**config.mk**
```make
export PLATFORM = sky130hd
export DESIGN_NAME = cam_capture_flat
export DESIGN_NICKNAME = d
export VERILOG_FILES = /design/src/rtl/cam_capture_if.sv /design/src/rtl/cam_capture.sv /design/src/flat_wrapper.sv
export SDC_FILE = /design/constraint.sdc
export NUM_CORES = 1
export LEC_CHECK = 0
export CAP_MARGIN = 30
export CORE_MARGIN = 1
export CORE_UTILIZATION = 53
export CTS_CLUSTER_DIAMETER = 150
export DETAILED_ROUTE_END_ITERATION = 7
export GPL_TIMING_DRIVEN = 0
export PLACE_DENSITY = 0.77
export SYNTH_ARGS = -nofsm -noshare
export SYNTH_HDL_FRONTEND = slang
export SYNTH_SLANG_ARGS = --single-unit
```
**constraint.sdc**
```tcl
create_clock -name clk -period 3.1 [get_ports clk]
set_input_delay 0.465 -clock clk [delete_from_list [all_inputs] [get_ports clk]]
set_output_delay 0.465 -clock clk [all_outputs]
set_load 0.005 [all_outputs]
```
**src/rtl/cam_capture_if.sv**
```systemverilog
// Camera pin bundle and captured-pixel outputs of the cam_capture front end.
interface cam_capture_if;
  logic [7:0]  camera_data;
  logic        pclk;
  logic        href;
  logic        vsync;
  logic [15:0] pixel_data;
  logic        pixel_valid;
  logic [7:0]  pixel_x;
  logic [6:0]  pixel_y;
  logic        frame_start;
  logic        frame_done;
  logic        frame_ok;
  logic        overflow;

  // Camera side (sensor model or pad ring) drives the pins and observes results.
  modport master (
    output camera_data, pclk, href, vsync,
    input  pixel_data, pixel_valid, pixel_x, pixel_y,
    input  frame_start, frame_done, frame_ok, overflow
  );

  // Capture stage consumes the pins and produces pixels.
  modport slave (
    input  camera_data, pclk, href, vsync,
    output pixel_data, pixel_valid, pixel_x, pixel_y,
    output frame_start, frame_done, frame_ok, overflow
  );
endinterface

```
**src/rtl/cam_capture.sv**
```systemverilog
// OV7670 capture: oversamples camera pins in the clk domain and assembles RGB565 pixels.
module cam_capture #(
  parameter int unsigned IMG_W = 160,
  parameter int unsigned IMG_H = 120
) (
  input logic         clk,
  input logic         reset,
  cam_capture_if.slave cam
);

  localparam logic [8:0] XMax = 9'(IMG_W);
  localparam logic [7:0] YMax = 8'(IMG_H);

  typedef enum logic [1:0] {StWaitFrame, StWaitLine, StByteLo} state_e;

  // [0] first sync flop, [1] synced level, [2] previous synced level
  logic [2:0] pclk_q, href_q, vsync_q;
  logic [7:0] data1_q, data2_q;

  // Registered edge events, aligned with byte_q
  logic       prise_q, hfall_q, vfall_q, vrise_q, href_ev_q;
  logic [7:0] byte_q;

  state_e      state_q;
  logic [7:0]  hi_q;
  logic [8:0]  x_q;      // wide enough to saturate at 256
  logic [7:0]  y_q;      // wide enough to saturate at 128
  logic        inc_q;    // column increment deferred to the cycle after the strobe
  logic [15:0] pixel_data_q;
  logic        pixel_valid_q, frame_start_q, frame_done_q, frame_ok_q, overflow_q;
  logic [8:0]  x_eff;

  assign x_eff = x_q + {8'd0, inc_q};

  // Synchronisers, camera_data delay line and edge-event register stage
  always_ff @(posedge clk or negedge reset) begin
    if (!reset) begin
      pclk_q    <= '0;
      href_q    <= '0;
      vsync_q   <= '0;
      data1_q   <= '0;
      data2_q   <= '0;
      prise_q   <= 1'b0;
      hfall_q   <= 1'b0;
      vfall_q   <= 1'b0;
      vrise_q   <= 1'b0;
      href_ev_q <= 1'b0;
      byte_q    <= '0;
    end else begin
      pclk_q    <= {pclk_q[1:0], cam.pclk};
      href_q    <= {href_q[1:0], cam.href};
      vsync_q   <= {vsync_q[1:0], cam.vsync};
      data1_q   <= cam.camera_data;
      data2_q   <= data1_q;
      prise_q   <= pclk_q[1] & ~pclk_q[2];
      hfall_q   <= ~href_q[1] & href_q[2];
      vfall_q   <= ~vsync_q[1] & vsync_q[2];
      vrise_q   <= vsync_q[1] & ~vsync_q[2];
      href_ev_q <= href_q[1];
      byte_q    <= data2_q;
    end
  end

  // Capture FSM with registered strobes, counters and frame status
  always_ff @(posedge clk or negedge reset) begin
    if (!reset) begin
      state_q       <= StWaitFrame;
      hi_q          <= '0;
      x_q           <= '0;
      y_q           <= '0;
      inc_q         <= 1'b0;
      pixel_data_q  <= '0;
      pixel_valid_q <= 1'b0;
      frame_start_q <= 1'b0;
      frame_done_q  <= 1'b0;
      frame_ok_q    <= 1'b0;
      overflow_q    <= 1'b0;
    end else begin
      pixel_valid_q <= 1'b0;
      frame_start_q <= 1'b0;
      frame_done_q  <= 1'b0;
      if (inc_q) begin
        x_q   <= x_q + 9'd1;
        inc_q <= 1'b0;
      end
      if (vfall_q) begin
        // Also covers a vsync glitch mid-frame: restart without a frame_done
        frame_start_q <= 1'b1;
        x_q           <= '0;
        y_q           <= '0;
        inc_q         <= 1'b0;
        overflow_q    <= 1'b0;
        state_q       <= StWaitLine;
      end else if (state_q != StWaitFrame) begin
        if (vrise_q) begin
          frame_done_q <= 1'b1;
          frame_ok_q   <= (y_q == YMax) && !overflow_q;
          state_q      <= StWaitFrame;
        end else if (prise_q && href_ev_q) begin
          // hfall needs href low, so it can never coincide with a valid byte
          if (state_q == StWaitLine) begin
            hi_q    <= byte_q;
            state_q <= StByteLo;
          end else begin
            if (x_eff < XMax && y_q < YMax) begin
              pixel_data_q  <= {hi_q, byte_q};
              pixel_valid_q <= 1'b1;
              inc_q         <= 1'b1;
            end else begin
              overflow_q <= 1'b1;
            end
            state_q <= StWaitLine;
          end
        end else if (hfall_q) begin
          if (state_q == StByteLo) overflow_q <= 1'b1;
          if (x_eff != 9'd0 && y_q < YMax) y_q <= y_q + 8'd1;
          x_q     <= '0;
          inc_q   <= 1'b0;
          state_q <= StWaitLine;
        end
      end
    end
  end

  assign cam.pixel_data  = pixel_data_q;
  assign cam.pixel_valid = pixel_valid_q;
  assign cam.pixel_x     = x_q[7:0];
  assign cam.pixel_y     = y_q[6:0];
  assign cam.frame_start = frame_start_q;
  assign cam.frame_done  = frame_done_q;
  assign cam.frame_ok    = frame_ok_q;
  assign cam.overflow    = overflow_q;

endmodule

```
**src/flat_wrapper.sv**
```systemverilog
// flat-port wrapper written by rule: the top's interface ports become plain ports
module cam_capture_flat 
#(
  parameter int unsigned IMG_W = 160,
  parameter int unsigned IMG_H = 120
)
  (clk, reset, cam_camera_data, cam_pclk, cam_href, cam_vsync, cam_pixel_data, cam_pixel_valid, cam_pixel_x, cam_pixel_y, cam_frame_start, cam_frame_done, cam_frame_ok, cam_overflow);
  cam_capture_if cam_i ();
  input logic clk;
  input logic reset;
  input wire logic [$bits(cam_i.camera_data)-1:0] cam_camera_data;
  input wire logic [$bits(cam_i.pclk)-1:0] cam_pclk;
  input wire logic [$bits(cam_i.href)-1:0] cam_href;
  input wire logic [$bits(cam_i.vsync)-1:0] cam_vsync;
  output wire logic [$bits(cam_i.pixel_data)-1:0] cam_pixel_data;
  output wire logic [$bits(cam_i.pixel_valid)-1:0] cam_pixel_valid;
  output wire logic [$bits(cam_i.pixel_x)-1:0] cam_pixel_x;
  output wire logic [$bits(cam_i.pixel_y)-1:0] cam_pixel_y;
  output wire logic [$bits(cam_i.frame_start)-1:0] cam_frame_start;
  output wire logic [$bits(cam_i.frame_done)-1:0] cam_frame_done;
  output wire logic [$bits(cam_i.frame_ok)-1:0] cam_frame_ok;
  output wire logic [$bits(cam_i.overflow)-1:0] cam_overflow;
  assign cam_i.camera_data = cam_camera_data;
  assign cam_i.pclk = cam_pclk;
  assign cam_i.href = cam_href;
  assign cam_i.vsync = cam_vsync;
  assign cam_pixel_data = cam_i.pixel_data;
  assign cam_pixel_valid = cam_i.pixel_valid;
  assign cam_pixel_x = cam_i.pixel_x;
  assign cam_pixel_y = cam_i.pixel_y;
  assign cam_frame_start = cam_i.frame_start;
  assign cam_frame_done = cam_i.frame_done;
  assign cam_frame_ok = cam_i.frame_ok;
  assign cam_overflow = cam_i.overflow;
  cam_capture #(.IMG_W(IMG_W), .IMG_H(IMG_H)) u_core (.clk(clk), .reset(reset), .cam(cam_i));
endmodule
```
=== Yosys cells after proc, flatten, opt, wreduce, memory -nomap -nowiden ===
Index checks and enable logic that the tools add are counted.

* Add/subtract/negate cells: 3
* Magnitude comparators: 2
* Equal/unequal tests: 7
* Muxes and demuxes: 36
* Bitwise logic cells: 11
* Reduce and logical (&&, ||, !) cells: 19

{| class="wikitable"
|+ Operators by type and width
! kind !! count
|-
| $mux W9 || 6
|-
| $mux W8 || 6
|-
| $mux W1 || 18
|-
| $mux W2 || 6
|-
| $reduce_and A6 Y1 || 2
|-
| $reduce_and A5 Y1 || 2
|-
| $add A9 B1 Y9 || 1
|-
| $add A9 B1 Y9 const B || 1
|-
| $lt A9 B8 Y1 const B || 1
|-
| $reduce_bool A9 Y1 || 1
|-
| $add A8 B1 Y8 const B || 1
|-
| $eq A8 B7 Y1 const B || 1
|-
| $lt A8 B7 Y1 const B || 1
|-
| $reduce_bool A2 Y1 || 4
|-
| $not A1 Y1 || 7
|-
| $ne A3 B2 Y1 const B || 2
|-
| $reduce_bool A3 Y1 || 2
|-
| $and A1 B1 Y1 || 4
|-
| $logic_and A1 B1 Y1 || 4
|-
| $ne A2 B1 Y1 const B || 2
|-
| $reduce_bool A4 Y1 || 1
|-
| $reduce_and A3 Y1 || 1
|-
| $eq A2 B1 Y1 const B || 1
|-
| $eq A2 B2 Y1 const B || 1
|-
| 2 further kinds || 2
|}

* Flip-flop bits (word level): 86
* Bits of input ports: 13
* Output and inout port bits: 36
* Word-level logic and storage cells: 99

=== Depth between registers and ports, before layout ===
Gate-level depths: netlist of the first run.

* Depth after elaboration: 9
* Mapped depth: 9

=== Least setup slack after synthesis of the first run ===
No wires, ideal clock.

* Kind: register to register
* From: register u_core.inc_q
* To: register u_core.pixel_data_q[10], in the netlist u_core.cam.pixel_data[10]
* Library setup time: 125 ps
* Arrival: 2212 ps
* Slack: 762 ps
* Stages on the path, launching flop included: 10
* Period minus slack after synthesis: 2338 ps
* Path through: dfrtp_1 > ha_1 > ha_1 > nor2b_1 > nor3_1 > nor2_1 > a211oi_2 > nand4_4 > buf_6 > mux2_4

* Longest elaborated chain between the ends: 4

{| class="wikitable"
|+ Ends and longest elaborated chain
! element !! line !! source
|-
| start, declared || cam_capture.sv:28 || <nowiki>logic inc_q;</nowiki>
|-
| start signal, assigned || cam_capture.sv:71 || <nowiki>inc_q <= 1'b0;</nowiki>
|-
| start signal, assigned || cam_capture.sv:84 || <nowiki>inc_q <= 1'b0;</nowiki>
|-
| start signal, assigned || cam_capture.sv:91 || <nowiki>inc_q <= 1'b0;</nowiki>
|-
| $add A9 B1 Y9 || cam_capture.sv:33 || <nowiki>assign x_eff = x_q + {8'd0, inc_q};</nowiki>
|-
| $lt A9 B8 Y1 || cam_capture.sv:105 || <nowiki>if (x_eff < XMax && y_q < YMax) begin</nowiki>
|-
| $logic_and A1 B1 Y1 || cam_capture.sv:105 ||
|-
| $reduce_and A6 Y1 (no line) || - ||
|-
| end signal, assigned || cam_capture.sv:106 || <nowiki>pixel_data_q <= {hi_q, byte_q};</nowiki>
|-
| end, declared || cam_capture.sv:29 || <nowiki>logic [15:0] pixel_data_q;</nowiki>
|}

Every way passes these cells.
A chain may end at the register's enable or synchronous reset.

=== Final worst setup path of the first run ===
* From: register u_core.inc_q
* To: register u_core.pixel_data_q[9], in the netlist u_core.cam.pixel_data[9]

The elaborated chain is that of the path after synthesis.

==> flow_summary.json, run 1 <==
{
  "worstSetupStartpoint": "u_core.inc_q$_DFF_PN0_",
  "die_h_um": 81.6,
  "postSynthAreaPerCell_um2": 13.4,
  "min_period_over_period_pct": 85.7,
  "multiInputGateArea_um2": 1050,
  "grt.met2_usage_pct": 28.1,
  "num-fill-cells": 459,
  "crit_path_end_kind": "register",
  "drive_above_1_share_pct": 22.5,
  "final-seq-area_um2": 2130,
  "post_synthesis_register_bit_count": 85,
  "overflow": 0,
  "route.antenna.remaining_nets": 0,
  "die_area_um2": 6670,
  "grt.total_usage_pct": 18.6,
  "vdd.ir_drop.worst_mv": 0.362,
  "drt_drc_violations_left": 0,
  "vias": 1982,
  "area_delta_synth_final_pct": 23.3,
  "final_max_slew_viol_count": 0,
  "num_cts_buffers": 9,
  "fin_nets": 329,
  "drt_pass1_iterations": 4,
  "finalWeightedCongestion": 0.807,
  "critical_path_peak_fanout": 10,
  "antenna_cells_inserted": 0,
  "post_cts_resize_count": 0,
  "worst-slew-pin-transition_ns": 0.496,
  "cts_post_setup_buffers_inserted": 0,
  "htree_num_levels": 3,
  "worstSetupStartpointType": "register",
  "floorplan_core_area_um2": 6030,
  "floorplan.io_pins": 49,
  "holdWs_ns": 0.0785,
  "synth_enable_flop_cells": 0,
  "drt-vias-per-instance": 5.08,
  "synth_seq_area_share_pct": 63.3,
  "p_leak_uw": 0.00189,
  "status": "finished, final reports clean",
  "finalWorstSetupSlack_ns": 0.442,
  "cts_clk_pin_slew_worst_paths_ns": 0.08,
  "die_width_um": 81.6,
  "path_class_of_the_lowest_slack_min_delay_path": "input port to asynchronous set/reset pin",
  "grt-busiest-layer": "met2",
  "grt_antenna_before_repair": 0,
  "async_reset_ff_share_pct": 100,
  "grt_util_met1_pct": 25.3,
  "post-route-util_pct": 68.8,
  "mappedNetlistNets": 269,
  "setup_skew_ns": 0.00628,
  "cts_hold_buf": 0,
  "fp-row-count": 28,
  "first_iter_violations": 129,
  "ctsRootBufferMaster": "clkbuf_8",
  "report.final.hold_viol_count": 0,
  "ys_warn_count": 0,
  "grt_start_max_net_pins": 48,
  "cp_data_arrival_time_ns": 2.89,
  "grt_pass1_wl_um": 9110,
  "timing.reg2reg.setup_slack_ns": 0.44,
  "fmax_mhz": 376,
  "dp_hpwl_um": 3610,
  "worstSkewPairLatency_ns": 0.35,
  "pre_cts_worst_setup_slack_ns": 0.445,
  "fin_total_pwr_uw": 2100,
  "tritoncts": "yes",
  "grt_setup_unrepaired": "no",
  "grt_util_met3_pct": 5.33,
  "worst_slew_margin_rel_pct": 66.8,
  "worst_ep_required_time_ns": 3.33,
  "tritoncts_num_sinks": 85,
  "final_layout_setup_total_negative_slack_ns": 0,
  "path_class": "register to register",
  "place.port_buffers": 48,
  "detail_route.wirelength_um": 5140,
  "r2r-start": "u_core.inc_q$_DFF_PN0_",
  "wl_per_cell_um": 13.2,
  "synth_area_um2": 3360,
  "setup_viol": 0,
  "clock_path_buffers": 2,
  "areal_power_density_over_the_cells_nw_per_um2": 508,
  "initial_cell_density_of_the_core_pct": 55.8,
  "syn-instance-count": 251,
  "synth_flop_cell": "dfrtp_1",
  "grt_pass1_vias": 1997,
  "maxCapViolations": 0,
  "fin_crit_ns": 2.66,
  "yosys.cell_types.count": 36
}
## layout by cell type, fill, tap and decap left out, types with 2 or more instances in the layout
| cell | instances |
|---|---|
| mux2_2 | 15 |
| mux2_4 | 9 |
| nor4_1 | 2 |
| a211oi_2 | 2 |
| clkinvlp_4 | 2 |
| or2_2 | 2 |
| nor2b_1 | 8 |
| nand3_1 | 9 |
| xnor2_1 | 3 |
| clkbuf_8 | 11 |
| ha_1 | 5 |
| o21ba_2 | 3 |
| and2_1 | 2 |
| nor4b_2 | 2 |
| nand4_1 | 4 |
| dfrtp_1 | 85 |
| mux2i_1 | 2 |
| buf_4 | 18 |
| or3_1 | 3 |
| clkdlybuf4s50_1 | 47 |
| o21ai_0 | 6 |
| nor3_1 | 5 |
| nor2_1 | 26 |
| nand2_1 | 6 |
| a21oi_1 | 7 |
| xor2_1 | 6 |
| inv_1 | 8 |
| clkbuf_1 | 3 |
## cell families (layout without fill, tap and decap cells)
| group | count (synthesis) | in the layout | synth area share [%] |
|---|---|---|---|
| simple gates | 74 | 74 | 12.1 |
| fa+ha+maj | 5 | 5 | 1.86 |
| mux | 27 | 27 | 9.97 |
| compound gates | 22 | 22 | 5.10 |
| flops | 85 | 85 | 63.3 |
| buf+inv | 29 | 93 | 5.36 |
| xor+xnor | 9 | 9 | 2.34 |
## layer usage
metal	part of all wire (%)	wire length, µm	up-vias
met5	0	0	-
met4	1.9	98	0
met3	3.6	185	8
met2	48	2450	34
met1	47	2410	978
li1	-	-	962
## sequential cells by signal, indices dropped and copies added (netlist names)
name                    count
u_core.byte_q               8
u_core.state_q              2
u_core.inc_q                1
u_core.data1_q              8
u_core.vrise_q              1
u_core.hfall_q              1
u_core.pclk_q               3
u_core.cam.frame_ok         1
u_core.hi_q                 8
u_core.prise_q              1
u_core.vsync_q              3
u_core.cam.pixel_data      16
u_core.y_q                  8
u_core.href_ev_q            1
u_core.data2_q              8
u_core.cam.frame_start      1
u_core.vfall_q              1
u_core.cam.frame_done       1
u_core.cam.overflow         1
u_core.href_q               2
u_core.x_q                  9
## metrics by stage
stage,area [µm²],instances
2_1_floorplan,3360,251
3_3_place_gp,3940,374
3_5_place_dp,3960,375
4_1_cts,4150,390
5_1_grt,4150,390
6_report,4150,390
## path summary, 6_finish.rpt
path                                                         to  cells after the start
setup reg to reg           u_core.cam.pixel_data[9]$_DFFE_PN0P_                      9
setup / recovery           u_core.cam.pixel_data[9]$_DFFE_PN0P_                      9
max in group asynchronous             u_core.y_q[3]$_DFFE_PN0P_                      2
hold reg to reg                      u_core.byte_q[1]$_DFF_PN0_                      0
min in group clk                     u_core.byte_q[1]$_DFF_PN0_                      0
hold / removal             u_core.cam.pixel_data[3]$_DFFE_PN0P_                      1
## power breakdown
group          switching, µW  leakage [µW]  internal [µW]
Clock                    373     0.0000880            334
Combinational           61.8      0.000715            106
Sequential              40.0       0.00109           1190
Total                    475       0.00189           1630
## critical path, cell delays in order (launching register included)
cell and delay [ns]:
dfrtp_1 0.48, ha_1 0.25, ha_1 0.32, nand3_1 0.14, nor2_1 0.14, xor2_1 0.13, a211oi_2 0.28, nand4_4 0.25
buf_6 0.25, mux2_4 0.30
## synth_stat cells, types with 2 or more instances
cell | number | area share [%]
mux2_4 | 9 | 4.0
nor2b_1 | 8 | 1.5
or2_2 | 2 | 0.37
and2_1 | 2 | 0.37
inv_1 | 8 | 0.89
a21oi_1 | 7 | 1.0
o21ba_2 | 3 | 0.89
nand2_1 | 6 | 0.67
nand3_1 | 9 | 1.3
xor2_1 | 6 | 1.6
clkbuf_1 | 3 | 0.33
o21ai_0 | 6 | 0.89
nand4_1 | 4 | 0.74
mux2i_1 | 2 | 0.60
a211oi_2 | 2 | 0.74
dfrtp_1 | 85 | 63
nor2_1 | 26 | 2.9
ha_1 | 5 | 1.9
buf_4 | 17 | 3.8
nor4_1 | 2 | 0.37
or3_1 | 3 | 0.56
nor4b_2 | 2 | 0.89
mux2_2 | 15 | 5.0
nor3_1 | 5 | 0.74
xnor2_1 | 3 | 0.78
## layout make-up
| type | instances | share of cell area, % |
|---|---|---|
| Buffer | 21 | 3.62 |
| Clock buffer | 11 | 3.65 |
| Clock inverter | 4 | 0.785 |
| Inverter | 8 | 0.724 |
| Multi-Input combinational cell | 137 | 25.4 |
| Sequential cell | 85 | 51.3 |
| Tap cell | 75 | 2.26 |
| Timing Repair Buffer | 49 | 12.2 |
(Power assumes the default switching activity.)
==> inputs of run 2 (changes only) <==
clock period = 3 ns   (was 3.1 ns; I/O delays follow)
==> results of run 2 <==
Same layout as run 1 (identical final DEF). Status: finished, final reports clean.
Among the figures that moved: setup slack after placement 0.445 ns -> 0.345 ns; setup slack after layout 0.442 ns -> 0.342 ns; hold slack 0.0785 ns -> 0.0635 ns; register-to-register setup slack 0.44 ns -> 0.34 ns; total power 2100 µW -> 2170 µW; worst IR drop on VDD 0.362 mV -> 0.375 mV
==> inputs of run 3 (changes only) <==
HOLD_SLACK_MARGIN = 0.15   (was not set)
==> run 3 against run 2 <==
Compared with the run above:
- power is essentially flat
- critical path depth is the same
- register-to-register slack is essentially flat
==> flow_summary.json, run 3 (same netlist as run 1, synthesis figures left out) <==
{
  "worst_path_max_delay_cell": "dfrtp_1",
  "overflow": 0,
  "tritoncts": "yes",
  "drt-vias-per-instance": 5.07,
  "grt_pass1_vias": 1997,
  "cts_post_setup_buffers_inserted": 0,
  "grt.total_usage_pct": 18.6,
  "path_class": "register to register",
  "slowest_delay_ns": 0.48,
  "final_layout_setup_total_negative_slack_ns": 0,
  "worst-slew-pin-transition_ns": 0.496,
  "drt_drc_violations_left": 0,
  "route.antenna.remaining_nets": 0,
  "r2r.worst_path.cells": 9,
  "drive_above_1_share_pct": 22.5,
  "drt_pass1_iterations": 4,
  "mostFrequentLayoutCells": "dfrtp_1 (85), clkdlybuf4s50_1 (47), nor2_1 (26)",
  "setup_viol": 0,
  "fin_total_pwr_uw": 2180,
  "report.final.hold_viol_count": 0,
  "clock_path_buffers": 2,
  "vias": 1982,
  "detail_route.wirelength_um": 5160,
  "cp_data_arrival_time_ns": 2.89,
  "tritoncts_num_sinks": 85,
  "die_width_um": 81.6,
  "maxCapViolations": 0,
  "fin_nets": 330,
  "timing.reg2reg.setup_slack_ns": 0.34,
  "grt_antenna_before_repair": 0,
  "worstReg2RegEnd": "u_core.cam.pixel_data[9]$_DFFE_PN0P_",
  "worst_ep_required_time_ns": 3.23,
  "min_period_over_period_pct": 88.5,
  "p_leak_uw": 0.00189,
  "path_class_of_the_lowest_slack_min_delay_path": "register to register",
  "fmax_mhz": 377,
  "min_from": "u_core.data2_q[1]$_DFF_PN0_",
  "finalWeightedCongestion": 0.807,
  "hold_end": "u_core.byte_q[1]$_DFF_PN0_",
  "initial_cell_density_of_the_core_pct": 55.8,
  "setup_skew_ns": 0.00667,
  "status": "finished, final reports clean",
  "grt_pass1_wl_um": 9110,
  "grt_start_max_net_pins": 48,
  "vdd.ir_drop.worst_mv": 0.375,
  "dp_hpwl_um": 3610,
  "worst_slew_margin_rel_pct": 66.8,
  "worstPathBufferInverterCount": 1,
  "final_max_slew_viol_count": 0,
  "areal_power_density_over_the_cells_nw_per_um2": 524,
  "fp-row-count": 28,
  "floorplan_core_area_um2": 6030,
  "fin_crit_ns": 2.66,
  "critical_path_peak_fanout": 10,
  "worstSkewPairLatency_ns": 0.35,
  "r2r-start": "u_core.inc_q$_DFF_PN0_",
  "most_common_library_cell_in_the_layout_ignoring_fill_and_taps": "dfrtp_1",
  "worst_path_dominant_cell_family": "adder cells",
  "cpMostUsedCell": "ha_1",
  "place.port_buffers": 48,
  "grt_setup_unrepaired": "no",
  "area_delta_synth_final_pct": 23.6,
  "crit_path_end_kind": "register",
  "cts_clk_pin_slew_worst_paths_ns": 0.08,
  "ctsRootBufferMaster": "clkbuf_8",
  "antenna_cells_inserted": 0,
  "largest_register_ff_count": 16,
  "htree_num_levels": 3,
  "hold-path-cell-count": 0,
  "first_iter_violations": 114,
  "crit_path_cell_trace": "ha_1 -> ha_1 -> nand3_1 -> nor2_1 -> xor2_1 -> a211oi_2 -> nand4_4 -> buf_6 -> mux2_4",
  "die_area_um2": 6670,
  "crit_cells": 9,
  "die_h_um": 81.6,
  "floorplan.io_pins": 49,
  "worstSetupStartpointType": "register",
  "num_cts_buffers": 9,
  "wl_per_cell_um": 13.2
}
-- run 3: cell types whose count changed in the layout (fill, tap and decap cells not counted) --
| cell | delta |
|---|---|
| dlygate4sd3_1 | +1 |
-- run 3: where the power goes --
| group | total, µW | internal [µW] | switching [µW] |
|---|---|---|---|
| logic | 175 | 111 | 64.2 |
| clock network | 731 | 345 | 386 |
| registers | 1270 | 1230 | 41.3 |
| total | 2180 | 1680 | 491 |
-- run 3: worst max-delay path by stage --
stage / start / to / slack (ns)
after global placement: reset / u_core.y_q[4]$_DFFE_PN0P_ / -1.36
after global routing: u_core.inc_q$_DFF_PN0_ / u_core.cam.pixel_data[9]$_DFFE_PN0P_ / 0.17
final: u_core.inc_q$_DFF_PN0_ / u_core.cam.pixel_data[9]$_DFFE_PN0P_ / 0.34
after CTS: u_core.inc_q$_DFF_PN0_ / u_core.cam.pixel_data[9]$_DFFE_PN0P_ / 0.34
after floorplan: u_core.inc_q$_DFF_PN0_ / u_core.cam.pixel_data[10]$_DFFE_PN0P_ / 0.66
after detailed placement: u_core.inc_q$_DFF_PN0_ / u_core.cam.pixel_data[14]$_DFFE_PN0P_ / 0.34
-- run 3: area by class of cell --
cell class | count | area (µm²)
well taps | 75 | 93.8
clock inverters | 4 | 32.5
inverters | 8 | 30.0
flip-flops and latches | 85 | 2130
fillers | 457 | 1870
repair buffers | 50 | 515
clock buffers | 11 | 151
multi-input cells | 137 | 1050
plain buffers | 21 | 150
-- run 3: what timing repair did --
action	4_1_cts	5_1_grt
hold endpoints to repair	38	0
hold buffers	1	0
gates resized for setup	0	0
-- run 3: metal layers --
| metal | up-vias | track usage [%] | part of all wire (%) |
|---|---|---|---|
| li1 | 965 | - | - |
| met4 | 0 | 8.07 | 1.9 |
| met3 | 8 | 5.33 | 3.4 |
| met1 | 977 | 25.3 | 47 |
| met5 | - | 0 | 0 |
| met2 | 32 | 28.1 | 47 |
-- run 3: metrics by stage --
step / util, % / std cells / hold WS, ns / cell area, µm² / setup WS [ns]
2_1_floorplan: - / 251 / 0.154 / 3360 / 0.662
3_3_place_gp: 65.3 / 374 / 0.332 / 3940 / -1.36
3_5_place_dp: 65.7 / 375 / 0.335 / 3960 / 0.345
4_1_cts: 69.0 / 391 / 0.353 / 4160 / 0.336
5_1_grt: 69.0 / 391 / 0.358 / 4160 / 0.165
6_report: 69.0 / 391 / 0.350 / 4160 / 0.345
